### config.mk
export PLATFORM = sky130hd
export DESIGN_NAME = spram_ctrl_flat
export DESIGN_NICKNAME = d
export VERILOG_FILES = /design/src/rtl/spram_ctrl_if.sv /design/src/rtl/spram_ctrl.sv /design/src/flat_wrapper.sv
export SDC_FILE = /design/constraint.sdc
export NUM_CORES = 1
export LEC_CHECK = 0
export ABC_AREA = 0
export BUFFER_PORTS_ARGS = -buffer_cell sky130_fd_sc_hd__buf_2
export CELL_PAD_IN_SITES_DETAIL_PLACEMENT = 1
export CELL_PAD_IN_SITES_GLOBAL_PLACEMENT = 2
export CORE_ASPECT_RATIO = 1.5
export CORE_MARGIN = 2
export CORE_UTILIZATION = 32
export CTS_CLUSTER_DIAMETER = 200
export DETAILED_ROUTE_END_ITERATION = 10
export MAX_ROUTING_LAYER = met4
export PLACE_DENSITY_LB_ADDON = 0.1
export SYNTH_ARGS = -nofsm -noshare
export SYNTH_HDL_FRONTEND = slang
export SYNTH_SLANG_ARGS = --single-unit
### constraint.sdc
create_clock -name clk -period 1.9 [get_ports clk]
set_input_delay 0.38 -clock clk [delete_from_list [all_inputs] [get_ports clk]]
set_output_delay 0.38 -clock clk [all_outputs]
set_load 0.02 [all_outputs]
### src/rtl/spram_ctrl_if.sv
// Request/response handshake between an initiator (core/bridge) and spram_ctrl.
interface spram_ctrl_if #(
  parameter int DWIDTH = 32,
  parameter int AWIDTH = 16
) ();
  logic                  req_vld;
  logic                  req_rdy;
  logic                  req_wr;
  logic [AWIDTH-1:0]     req_addr;
  logic [DWIDTH-1:0]     req_wdata;
  logic [DWIDTH/8-1:0]   req_be;
  logic                  rsp_vld;
  logic [DWIDTH-1:0]     rsp_rdata;

  modport master (
    output req_vld, req_wr, req_addr, req_wdata, req_be,
    input  req_rdy, rsp_vld, rsp_rdata
  );

  modport slave (
    input  req_vld, req_wr, req_addr, req_wdata, req_be,
    output req_rdy, rsp_vld, rsp_rdata
  );
endinterface

### src/rtl/spram_ctrl.sv
// Single-port RAM initiator: reads, full writes, byte-masked RMW writes.
// Optional fill engine (auto-start after reset) under `SPRAM_CTRL_FILL_EN.
module spram_ctrl #(
  parameter int                DWIDTH       = 32,
  parameter int                AWIDTH       = 16,
  parameter logic [DWIDTH-1:0] FILL_PATTERN = 'h1234_7f7f
) (
  input  logic              clk,
  input  logic              rst_n,
  spram_ctrl_if.slave       bus,
  input  logic              fill_start,
  output logic              fill_busy,
  output logic              fill_done,
  output logic [AWIDTH-1:0] ram_addr,
  output logic              ram_cen,
  output logic              ram_wen,
  output logic [DWIDTH-1:0] ram_din,
  input  logic [DWIDTH-1:0] ram_dout
);
  localparam int BW = DWIDTH / 8;

  typedef enum logic [2:0] {IDLE, RD, RD_CAP, RMW_RD, RMW_MRG, RMW_WR, FILL} state_e;

  state_e            state_q, state_d;
  logic [AWIDTH-1:0] addr_q, addr_d;
  logic [DWIDTH-1:0] din_q, din_d, rdata_q, rdata_d, wdata_q, wdata_d, merged;
  logic [BW-1:0]     be_q, be_d;
  logic              cen_q, cen_d, wen_q, wen_d, rsp_vld_q, rsp_vld_d;
  logic              fill_go, accept, be_full, be_zero;

`ifdef SPRAM_CTRL_FILL_EN
  logic              pend_q, busy_q, busy_d, done_q, done_d;
  logic [AWIDTH:0]   cnt_q, cnt_d;

  // Auto-start looks like a fill_start pulse in the first cycle after reset.
  always_ff @(posedge clk or negedge rst_n)
    if (!rst_n) begin
      pend_q <= 1'b1;
      busy_q <= 1'b0;
      done_q <= 1'b0;
      cnt_q  <= '0;
    end else begin
      pend_q <= 1'b0;
      busy_q <= busy_d;
      done_q <= done_d;
      cnt_q  <= cnt_d;
    end

  assign fill_go   = fill_start | pend_q;
  assign fill_busy = busy_q;
  assign fill_done = done_q;
`else
  logic unused_fill_start;
  assign unused_fill_start = fill_start;
  assign fill_go   = 1'b0;
  assign fill_busy = 1'b0;
  assign fill_done = 1'b0;
`endif

  assign bus.req_rdy   = (state_q == IDLE) & ~fill_go;
  assign accept        = bus.req_vld & bus.req_rdy;
  assign be_full       = &bus.req_be;
  assign be_zero       = ~|bus.req_be;
  assign bus.rsp_vld   = rsp_vld_q;
  assign bus.rsp_rdata = rdata_q;
  assign ram_addr      = addr_q;
  assign ram_cen       = cen_q;
  assign ram_wen       = wen_q;
  assign ram_din       = din_q;

  always_ff @(posedge clk or negedge rst_n)
    if (!rst_n) begin
      state_q   <= IDLE;
      addr_q    <= '0;
      din_q     <= '0;
      rdata_q   <= '0;
      wdata_q   <= '0;
      be_q      <= '0;
      cen_q     <= 1'b1;
      wen_q     <= 1'b1;
      rsp_vld_q <= 1'b0;
    end else begin
      state_q   <= state_d;
      addr_q    <= addr_d;
      din_q     <= din_d;
      rdata_q   <= rdata_d;
      wdata_q   <= wdata_d;
      be_q      <= be_d;
      cen_q     <= cen_d;
      wen_q     <= wen_d;
      rsp_vld_q <= rsp_vld_d;
    end

  always_comb begin
    state_d = state_q;
    case (state_q)
      IDLE: begin
        if (fill_go)     state_d = FILL;
        else if (accept) begin
          if (!bus.req_wr)  state_d = RD;
          else if (be_full) state_d = RMW_WR;
          else if (be_zero) state_d = IDLE;
          else              state_d = RMW_RD;
        end
      end
      RD:      state_d = RD_CAP;
      RD_CAP:  state_d = IDLE;
      RMW_RD:  state_d = RMW_MRG;
      RMW_MRG: state_d = RMW_WR;
      RMW_WR:  state_d = IDLE;
`ifdef SPRAM_CTRL_FILL_EN
      FILL:    if (cnt_q[AWIDTH]) state_d = IDLE;
`endif
      default: state_d = IDLE;
    endcase
  end

  // RAM has no byte enables: unmasked bytes come from the word just read.
  always_comb begin
    merged = '0;
    for (int k = 0; k < BW; k++)
      merged[8*k +: 8] = be_q[k] ? wdata_q[8*k +: 8] : ram_dout[8*k +: 8];
  end

  always_comb begin
    cen_d     = 1'b1;
    wen_d     = 1'b1;
    addr_d    = addr_q;
    din_d     = din_q;
    rsp_vld_d = 1'b0;
    rdata_d   = rdata_q;
    wdata_d   = wdata_q;
    be_d      = be_q;
`ifdef SPRAM_CTRL_FILL_EN
    busy_d    = 1'b0;
    done_d    = 1'b0;
    cnt_d     = cnt_q;
`endif
    case (state_q)
      IDLE: begin
        if (accept) begin
          addr_d = bus.req_addr;
          if (!bus.req_wr) cen_d = 1'b0;
          else if (be_full) begin
            cen_d     = 1'b0;
            wen_d     = 1'b0;
            din_d     = bus.req_wdata;
            rsp_vld_d = 1'b1;
            rdata_d   = '0;
          end else if (be_zero) begin
            rsp_vld_d = 1'b1;
            rdata_d   = '0;
          end else begin
            cen_d   = 1'b0;
            wdata_d = bus.req_wdata;
            be_d    = bus.req_be;
          end
        end
`ifdef SPRAM_CTRL_FILL_EN
        if (fill_go) begin
          cen_d  = 1'b0;
          wen_d  = 1'b0;
          addr_d = '0;
          din_d  = FILL_PATTERN;
          busy_d = 1'b1;
          cnt_d  = (AWIDTH+1)'(1);
        end
`endif
      end
      RD_CAP: begin
        rdata_d   = ram_dout;
        rsp_vld_d = 1'b1;
      end
      RMW_MRG: begin
        cen_d     = 1'b0;
        wen_d     = 1'b0;
        din_d     = merged;
        rsp_vld_d = 1'b1;
        rdata_d   = '0;
      end
`ifdef SPRAM_CTRL_FILL_EN
      // cnt_q holds the next address; its top bit marks all words written.
      FILL: begin
        if (cnt_q[AWIDTH]) done_d = 1'b1;
        else begin
          cen_d  = 1'b0;
          wen_d  = 1'b0;
          addr_d = cnt_q[AWIDTH-1:0];
          din_d  = FILL_PATTERN;
          busy_d = 1'b1;
          cnt_d  = cnt_q + (AWIDTH+1)'(1);
        end
      end
`endif
      default: ;
    endcase
  end
endmodule

### src/flat_wrapper.sv
// flat-port wrapper written by rule: the top's interface ports become plain ports
module spram_ctrl_flat 
#(
  parameter int                DWIDTH       = 32,
  parameter int                AWIDTH       = 16,
  parameter logic [DWIDTH-1:0] FILL_PATTERN = 'h1234_7f7f
)
  (clk, rst_n, fill_start, fill_busy, fill_done, ram_addr, ram_cen, ram_wen, ram_din, ram_dout, bus_req_vld, bus_req_wr, bus_req_addr, bus_req_wdata, bus_req_be, bus_req_rdy, bus_rsp_vld, bus_rsp_rdata);
  spram_ctrl_if #(.DWIDTH(DWIDTH), .AWIDTH(AWIDTH)) bus_i ();
  input  logic clk;
  input  logic rst_n;
  input  logic fill_start;
  output logic fill_busy;
  output logic fill_done;
  output logic [AWIDTH-1:0] ram_addr;
  output logic ram_cen;
  output logic ram_wen;
  output logic [DWIDTH-1:0] ram_din;
  input  logic [DWIDTH-1:0] ram_dout;
  input wire logic [$bits(bus_i.req_vld)-1:0] bus_req_vld;
  input wire logic [$bits(bus_i.req_wr)-1:0] bus_req_wr;
  input wire logic [$bits(bus_i.req_addr)-1:0] bus_req_addr;
  input wire logic [$bits(bus_i.req_wdata)-1:0] bus_req_wdata;
  input wire logic [$bits(bus_i.req_be)-1:0] bus_req_be;
  output wire logic [$bits(bus_i.req_rdy)-1:0] bus_req_rdy;
  output wire logic [$bits(bus_i.rsp_vld)-1:0] bus_rsp_vld;
  output wire logic [$bits(bus_i.rsp_rdata)-1:0] bus_rsp_rdata;
  assign bus_i.req_vld = bus_req_vld;
  assign bus_i.req_wr = bus_req_wr;
  assign bus_i.req_addr = bus_req_addr;
  assign bus_i.req_wdata = bus_req_wdata;
  assign bus_i.req_be = bus_req_be;
  assign bus_req_rdy = bus_i.req_rdy;
  assign bus_rsp_vld = bus_i.rsp_vld;
  assign bus_rsp_rdata = bus_i.rsp_rdata;
  spram_ctrl #(.DWIDTH(DWIDTH), .AWIDTH(AWIDTH), .FILL_PATTERN(FILL_PATTERN)) u_core (.clk(clk), .rst_n(rst_n), .bus(bus_i), .fill_start(fill_start), .fill_busy(fill_busy), .fill_done(fill_done), .ram_addr(ram_addr), .ram_cen(ram_cen), .ram_wen(ram_wen), .ram_din(ram_din), .ram_dout(ram_dout));
endmodule
==> impl_metrics.json, run 1 <==
{
  "status": "completed",
  "yosysMostFrequentCell": "dfrtp_1",
  "core-area_sq_um": 16600,
  "final_cells": 831,
  "dpl.cell_count": 795,
  "grt_pass1_wl_microns": 26500,
  "cts-root-buf": "clkbuf_16",
  "synth-async-reset-ratio": 1.00,
  "synth_xor_area_frac": 0,
  "critical_path.max_fanout": 6,
  "drive_above_1_share": 0.468,
  "drt-wirelength-per-cell_microns": 20.8,
  "hp-start": "ram_dout[15]",
  "period_needed_ps": 1810,
  "drt_drc_violations_left": 0,
  "endpoint_kind": "primary output",
  "die_w_microns": 110,
  "drtIter0Drc": 142,
  "relSlewSlack": 0.312,
  "crit_family": "flip-flops",
  "power_density_nw_per_um2": 1800,
  "io_pins": 175,
  "antenna_found_initial": 1,
  "fillers": 1846,
  "cts-buffers-inserted": 17,
  "ant_nets": 0,
  "netlist.area_leader.share": 0.560,
  "synth_mux_area_frac": 0.109,
  "synth_cell_types": 38,
  "synth.area.top_cells": "dfrtp_1 (56%), mux2_2 (11%), a32o_1 (6.0%), a211oi_1 (4.5%), a31oi_1 (3.9%)",
  "seq_area_frac_synth": 0.570,
  "setup_violations": 0,
  "start_util": 0.323,
  "slowest_stage": "dfrtp_1",
  "p_leak_nw": 3.11,
  "syn_to_final_growth_pct": 34.1,
  "critical_path_arrival_ps": 1430,
  "crit_start": "u_core.state_q[0]$_DFFE_PN0P_",
  "gp_congestion": 0.723,
  "vdd_ir_drop_max_mv": 0.753,
  "cts_sinks": 122,
  "portBuffers": 171,
  "synth_compound_area_frac": 0.181,
  "avgSynthCellArea_sq_um": 12.3,
  "ys_seq_elements": 122,
  "synthCells": 436,
  "cp_num_buf_inv": 2,
  "clock_latency_ps": 410,
  "design_area_sq_um": 7190,
  "worstPathCellList": "buf_4 > nor3_4 > buf_4",
  "criticalPathCategory": "reg2out",
  "fmax_ghz": 0.553,
  "die_y_microns": 163,
  "finalWirelength_microns": 17200,
  "synth-simple-area-share": 0.0959,
  "h-tree-depth": 4,
  "rsz0062_at_grt": "false",
  "max_cap_violations": 0,
  "cts_tree": "built",
  "synth_top_family_by_area": "compound AO/OA/AOI/OAI gates",
  "worstMarginPinSlew_ps": 1030,
  "slew_viol_final": 0,
  "yosysWarningCount": 0,
  "hold_viol": 0,
  "clockBufferDepth": 2,
  "period_share": 0.952,
  "reg2reg_from": "u_core.state_q[2]$_DFFE_PN0P_",
  "clock_skew_ps": 14.5,
  "finalPower_w": 0.0129,
  "grt_overflow": 0,
  "dr.pass1.iters": 4,
  "syn_area_sq_um": 5360,
  "synth_ff_type": "dfrtp_1",
  "rows": 58,
  "via_count": 4489,
  "synth_edf_count": 0,
  "synth_top_area_cell": "dfrtp_1",
  "path_common_cell": "buf_4",
  "synth_fa_ha_area_frac": 0,
  "clkTransAtPathRegs_ps": 60,
  "grt_pass1_vias": 4947,
  "grt_max_degree": 42,
  "crit_path_max_incr_delay_ps": 430,
  "hp-class": "in2reg",
  "die_area_sq_um": 17800,
  "dpl_cell_area_sq_um": 6540,
  "worstPathRequired_ps": 1520,
  "final_net_count": 696,
  "grt_usage": 0.202,
  "final_util": 0.433,
  "hpwl_microns": 11500,
  "synth_commonest_cells": "dfrtp_1 (120), mux2_2 (51), a31oi_1 (33), o21ai_0 (33)",
  "via_per_inst": 5.40,
  "finalSetupTns_ps": 0,
  "critPathLaunchType": "register"
}
-- metrics by stage --
stage	hold slack (ps)	setup slack, ps
5_1_grt	186	11.6
3_3_place_gp	302	-66.3
6_report	198	91.5
3_5_place_dp	307	-102
4_1_cts	180	8.23
2_1_floorplan	84.4	134
-- state kept, by name, indices dropped and copies added (netlist names) --
signal and cells:
u_core.ram_wen 1, u_core.ram_din 32, u_core.state_q 3, u_core.be_q 4, u_core.ram_addr 16, u_core.ram_cen 1
u_core.bus.rsp_rdata 32, u_core.bus.rsp_vld 1, u_core.wdata_q 32
-- path summary, 6_finish.rpt --
kind | to | depth (start not counted) | slack, ps
setup reg to reg | u_core.ram_din[30]$_DFFE_PN0P_ | 4 | 100
hold / removal | u_core.bus.rsp_rdata[15]$_DFFE_PN0P_ | 2 | 200
max in group asynchronous | u_core.ram_cen$_DFF_PN1_ | 3 | 850
setup / recovery | bus_req_rdy | 3 | 90
min in group asynchronous | u_core.ram_addr[12]$_DFFE_PN0P_ | 2 | 450
hold reg to reg | u_core.ram_addr[9]$_DFFE_PN0P_ | 1 | 500
-- worst register-to-register path, delay by kind of cell (launching register included) --
family	cells	cell delay, ps
buf+inv	1	260
flops	1	480
simple gates	1	520
compound gates	2	390
-- metal layers --
metal	part of all wire	global-route usage	wire [microns]	vias up
met5	0	-	0	-
met4	0.022	0.0656	378	0
met3	0.051	0.0512	877	23
met2	0.52	0.347	8960	138
met1	0.41	0.228	7030	2312
li1	-	-	-	2016
-- report_power, final --
| group | total (W) | internal [W] | switching, W |
|---|---|---|---|
| clock | 0.00326 | 0.00205 | 0.00122 |
| combinational | 0.00495 | 0.00210 | 0.00286 |
| sequential | 0.00472 | 0.00387 | 0.000853 |
-- layout by cell type (no fill, tap or decap), types with 16 or more instances in the layout --
cell type	Yosys	layout
nor2b_1	32	32
buf_4	6	16
a211oi_1	32	32
a31oi_1	33	33
buf_2	13	169
a32o_1	32	32
clkbuf_16	0	17
o21ai_0	33	33
mux2_2	51	51
dfrtp_1	120	120
nand3_1	32	32
-- repair_timing --
item / CTS / global route
hold endpoints to repair: 32 / 0
buffers inserted: 0 / 1
setup endpoints to repair: 1 / 34
pin swaps: 0 / 2
cloned: 0 / 1
hold buffers: 1 / 0
resized for setup: 1 / 2
-- logic make-up after synthesis --
group           Yosys count
compound gates          135
buf+inv                  44
flops                   122
mux                      52
other cells               1
simple gates             82
-- area by class of cell --
class,instances,area [sq um],area share
antenna,1,2.50,0.000348
timing repair buffer,194,1130,0.157
tap,210,263,0.0365
multi-input combinational,272,2130,0.297
clock inverter,12,140,0.0195
clock buffer,20,467,0.0649
sequential,122,3060,0.425
Power figures use the tool's default switching activity.
==> inputs of run 2 (changes only) <==
MAX_ROUTING_LAYER = not set   (was met4)
==> impl_metrics.json, run 2 (same netlist as run 1, synthesis figures left out) <==
{
  "via_count": 4492,
  "power_density_nw_per_um2": 1800,
  "dpl.cell_count": 795,
  "grt_pass1_vias": 4932,
  "gp_congestion": 0.715,
  "hp-class": "in2reg",
  "relSlewSlack": 0.314,
  "drtIter0Drc": 145,
  "diodes": 0,
  "final_common_cell": "buf_2",
  "worstPathRequired_ps": 1520,
  "die_w_microns": 110,
  "critical_path.max_fanout": 6,
  "endpoint_kind": "primary output",
  "clkPwrFrac": 0.253,
  "critPathLaunchType": "register",
  "syn_to_final_growth_pct": 34.1,
  "dpl_cell_area_sq_um": 6540,
  "die_area_sq_um": 17800,
  "cts_sinks": 122,
  "vdd_ir_drop_max_mv": 0.757,
  "final_net_count": 696,
  "slew_viol_final": 0,
  "fmax_ghz": 0.555,
  "worstMarginPinSlew_ps": 1030,
  "period_needed_ps": 1800,
  "clockBufferDepth": 2,
  "seqPwrFrac": 0.365,
  "internal_power_w": 0.00801,
  "setup_violations": 0,
  "die_y_microns": 163,
  "criticalPathCategory": "reg2out",
  "hpwl_microns": 11500,
  "io_pins": 175,
  "drt-wirelength-per-cell_microns": 20.8,
  "p_switching_w": 0.00495,
  "ant_nets": 0,
  "clock_latency_ps": 410,
  "design_area_sq_um": 7190,
  "rows": 58,
  "critical_path_arrival_ps": 1420,
  "p_sw_frac": 0.382,
  "grt_pass1_wl_microns": 26400,
  "rsz0062_at_grt": "false",
  "grt_max_degree": 42,
  "power_frac_comb": 0.383,
  "status": "completed",
  "h-tree-depth": 4,
  "grt_usage": 0.196,
  "antenna_found_initial": 1,
  "cts_tree": "built",
  "clkTransAtPathRegs_ps": 60,
  "clock_skew_ps": 10.3,
  "drt_drc_violations_left": 0,
  "final_cell_mix": "buf_2 (169), dfrtp_1 (120), mux2_2 (51), o21ai_0 (33), a31oi_1 (33)",
  "dr.pass1.iters": 4,
  "drive_above_1_share": 0.468,
  "finalWirelength_microns": 17200,
  "hold_viol": 0,
  "max_cap_violations": 0,
  "p_leak_nw": 3.11,
  "final_cells": 830,
  "via_per_inst": 5.41,
  "period_share": 0.947,
  "start_util": 0.323,
  "core-area_sq_um": 16600,
  "cts-root-buf": "clkbuf_16",
  "cts-buffers-inserted": 17,
  "portBuffers": 171,
  "grt_overflow": 0
}
run 2: cell types whose count changed in the layout (fill, tap and decap cells not counted):
| cell | change |
|---|---|
| diode_2 | -1 |
run 2: power by group through the flow:
stage | Sequential [W] | Clock (W) | Combinational [W]
3_5_place_dp | 0.00479 | 0 | 0.00492
3_3_place_gp | 0.00472 | 0 | 0.00478
2_1_floorplan | 0.00550 | 0 | 0.00228
5_1_grt | 0.00490 | 0.00346 | 0.00538
4_1_cts | 0.00475 | 0.00337 | 0.00496
6_report | 0.00472 | 0.00327 | 0.00496
run 2: critical path, stage by stage, from the launching register on:
cell	delay, ps
dfrtp_1	430
buf_4	190
nor3_4	210
buf_4	180
run 2: through the flow:
stage	hold slack [ps]	total power [W]	setup slack (ps)	setup TNS, ps	utilization
3_5_place_dp	307	0.00972	-102	-2780	0.394
5_1_grt	190	0.0137	15.7	0	0.432
2_1_floorplan	84.4	0.00777	134	0	-
3_3_place_gp	302	0.00951	-66.3	-2060	0.394
4_1_cts	180	0.0131	8.23	0	0.431
6_report	197	0.0130	99.8	0	0.432
run 2: metal layers:
layer | up-vias | routed length, microns | part of all wire | global-route usage
met5 | - | 13 | 0.00075 | 0
met4 | 2 | 434 | 0.025 | 0.0708
met3 | 24 | 917 | 0.053 | 0.0500
met2 | 135 | 8880 | 0.52 | 0.347
met1 | 2312 | 6990 | 0.41 | 0.225
li1 | 2019 | - | - | -
run 2: cell type report:
type / instances / area, sq um
Clock inverter: 12 / 140
Multi-Input combinational cell: 272 / 2130
Sequential cell: 122 / 3060
Fill cell: 1846 / 9430
Clock buffer: 20 / 467
Timing Repair Buffer: 194 / 1130
Tap cell: 210 / 263
run 2: worst paths after layout:
path	from	slack (ps)	depth (start not counted)	to
worst min register to register	u_core.ram_addr[12]$_DFFE_PN0P_	500	1	u_core.ram_addr[12]$_DFFE_PN0P_
worst max-delay path	u_core.state_q[0]$_DFFE_PN0P_	100	3	bus_req_rdy
max in group asynchronous	rst_n	850	3	u_core.ram_wen$_DFF_PN1_
worst min-delay path	ram_dout[7]	200	2	u_core.bus.rsp_rdata[7]$_DFFE_PN0P_
min in group asynchronous	rst_n	450	2	u_core.ram_addr[11]$_DFFE_PN0P_
worst max register to register	u_core.state_q[2]$_DFFE_PN0P_	110	4	u_core.ram_din[30]$_DFFE_PN0P_
run 2: what timing repair did:
item                       4_1_cts  5_1_grt
hold endpoints to repair        32        0
cloned                           0        1
gates resized for setup          1        2
buffers inserted                 0        1
pin swaps                        0        2
setup endpoints to repair        1       34
hold buffers                     1        0
==> inputs of run 3 (changes only) <==
RECOVER_POWER = 25   (was not set)
==> impl_metrics.json, run 3 (same netlist as run 1, synthesis figures left out) <==
{
  "status": "completed",
  "final_util": 0.431,
  "worstMarginPinSlew_ps": 1030,
  "cp_num_buf_inv": 2,
  "r2r-end": "u_core.ram_din[30]$_DFFE_PN0P_",
  "internal_power_w": 0.00800,
  "final_common_cell": "buf_2",
  "p_sw_frac": 0.381,
  "period_needed_ps": 1800,
  "cts_tree": "built",
  "grt_usage": 0.196,
  "clkPwrFrac": 0.252,
  "grt_overflow": 0,
  "r2r_slack_ps": 110,
  "hold_viol": 0,
  "io_pins": 175,
  "core-area_sq_um": 16600,
  "cts-root-buf": "clkbuf_16",
  "critical_path_arrival_ps": 1420,
  "multi_input_area_sq_um": 2130,
  "diodes": 0,
  "p_leak_nw": 3.09,
  "finalWirelength_microns": 17200,
  "final_cell_mix": "buf_2 (168), dfrtp_1 (120), mux2_2 (51), o21ai_0 (33), a31oi_1 (33)",
  "start_util": 0.323,
  "period_share": 0.946,
  "hpwl_microns": 11500,
  "worstPathRequired_ps": 1520,
  "gp_congestion": 0.715,
  "clockBufferDepth": 2,
  "drt_drc_violations_left": 0,
  "endpoint_kind": "primary output",
  "holdWs_ps": 199,
  "fmax_ghz": 0.556,
  "critical_path.max_fanout": 6,
  "slowest_stage": "dfrtp_1",
  "dr.pass1.iters": 4,
  "worstHoldPathCells": 2,
  "critPathLaunchType": "register",
  "setup_violations": 0,
  "drtIter0Drc": 160,
  "relSlewSlack": 0.311,
  "max_cap_violations": 0,
  "clock_latency_ps": 410,
  "r2r_cells": 4,
  "hp-start": "ram_dout[7]",
  "syn_to_final_growth_pct": 33.7,
  "ant_nets": 0,
  "criticalPathCategory": "reg2out",
  "min_to": "u_core.bus.rsp_rdata[7]$_DFFE_PN0P_",
  "drt-wirelength-per-cell_microns": 20.8,
  "power_frac_comb": 0.383,
  "seq_area_sq_um": 3060,
  "antenna_found_initial": 1,
  "grt_pass1_vias": 4932,
  "vdd_ir_drop_max_mv": 0.748,
  "path_common_cell": "buf_4",
  "via_count": 4491,
  "seqPwrFrac": 0.365,
  "clock_skew_ps": 10.4,
  "p_switching_w": 0.00493,
  "die_w_microns": 110,
  "drive_above_1_share": 0.465,
  "crit_family": "flip-flops",
  "power_density_nw_per_um2": 1810,
  "worstPathCellList": "buf_4 > nor3_4 > buf_4",
  "fillers": 1846,
  "cts-buffers-inserted": 17,
  "grt_pass1_wl_microns": 26400,
  "grt_max_degree": 42,
  "reg2reg_from": "u_core.state_q[2]$_DFFE_PN0P_",
  "finalPower_w": 0.0129,
  "clkTransAtPathRegs_ps": 60,
  "via_per_inst": 5.41,
  "die_y_microns": 163,
  "die_area_sq_um": 17800,
  "rows": 58,
  "cts_sinks": 122,
  "crit_path_max_incr_delay_ps": 430,
  "hp-class": "in2reg",
  "portBuffers": 171,
  "slew_viol_final": 0,
  "rsz0062_at_grt": "false",
  "h-tree-depth": 4,
  "final_net_count": 696
}
-- run 3: changes by cell type in the layout (fill, tap and decap cells not counted) --
cell      before  now
clkbuf_1       0    2
buf_2        169  168
buf_4         16   14
buf_12         7    6
clkbuf_2       0    2
-- run 3: final cells by class --
class / count / share of cell area
flip-flops and latches: 122 / 0.426
multi-input cells: 272 / 0.298
repair buffers: 194 / 0.154
clock buffers: 20 / 0.0651
well taps: 210 / 0.0367
clock inverters: 12 / 0.0196
-- run 3: power groups by stage --
stage / Sequential, W / Combinational [W] / Clock (W)
floorplan: 0.00550 / 0.00228 / 0
global placement: 0.00472 / 0.00478 / 0
detailed placement: 0.00479 / 0.00492 / 0
CTS: 0.00475 / 0.00496 / 0.00337
global route: 0.00490 / 0.00538 / 0.00346
finish: 0.00472 / 0.00495 / 0.00326
-- run 3: timing repair --
action                     4_1_cts  5_1_grt
gates cloned                     0        1
hold endpoints to repair        32        0
pin swaps                        0        2
buffers inserted                 0        1
gates resized for setup          1        2
hold buffers                     1        0
setup endpoints to repair        1       34
-- run 3: layer usage --
layer  track usage  share of wire
met1         0.225           0.40
met2         0.347           0.52
met3        0.0500          0.056
met4        0.0708          0.025
met5             0        0.00075
-- run 3: worst register-to-register path, stage by stage (launching register included) --
cell      delay [ps]
dfrtp_1          480
or3b_2           520
buf_4            260
a211oi_1         300
a31oi_1           90
-- run 3: worst max-delay path by stage --
| stage | from | to | slack [ps] | cells past startpoint |
|---|---|---|---|---|
| 2_1_floorplan | u_core.state_q[2]$_DFFE_PN0P_ | u_core.ram_addr[10]$_DFFE_PN0P_ | 130 | 6 |
| 3_3_place_gp | bus_req_be[3] | u_core.bus.rsp_rdata[18]$_DFFE_PN0P_ | -70 | 6 |
| 3_5_place_dp | bus_req_be[3] | u_core.bus.rsp_rdata[31]$_DFFE_PN0P_ | -100 | 6 |
| 4_1_cts | u_core.state_q[1]$_DFFE_PN0P_ | u_core.bus.rsp_rdata[31]$_DFFE_PN0P_ | 8 | 4 |
| 5_1_grt | u_core.state_q[0]$_DFFE_PN0P_ | bus_req_rdy | 20 | 3 |
| 6_report | u_core.state_q[0]$_DFFE_PN0P_ | bus_req_rdy | 100 | 3 |
-- run 3: per-stage QoR --
| stage | instances | instance area (sq um) | setup WS, ps | TNS [ps] |
|---|---|---|---|---|
| final | 830 | 7160 | 102 | 0 |
| after global routing | 830 | 7160 | 15.7 | 0 |
| after CTS | 828 | 7160 | 8.23 | 0 |
| after detailed placement | 795 | 6540 | -102 | -2780 |
| after global placement | 795 | 6540 | -66.3 | -2060 |
| after floorplan | 437 | 5360 | 134 | 0 |
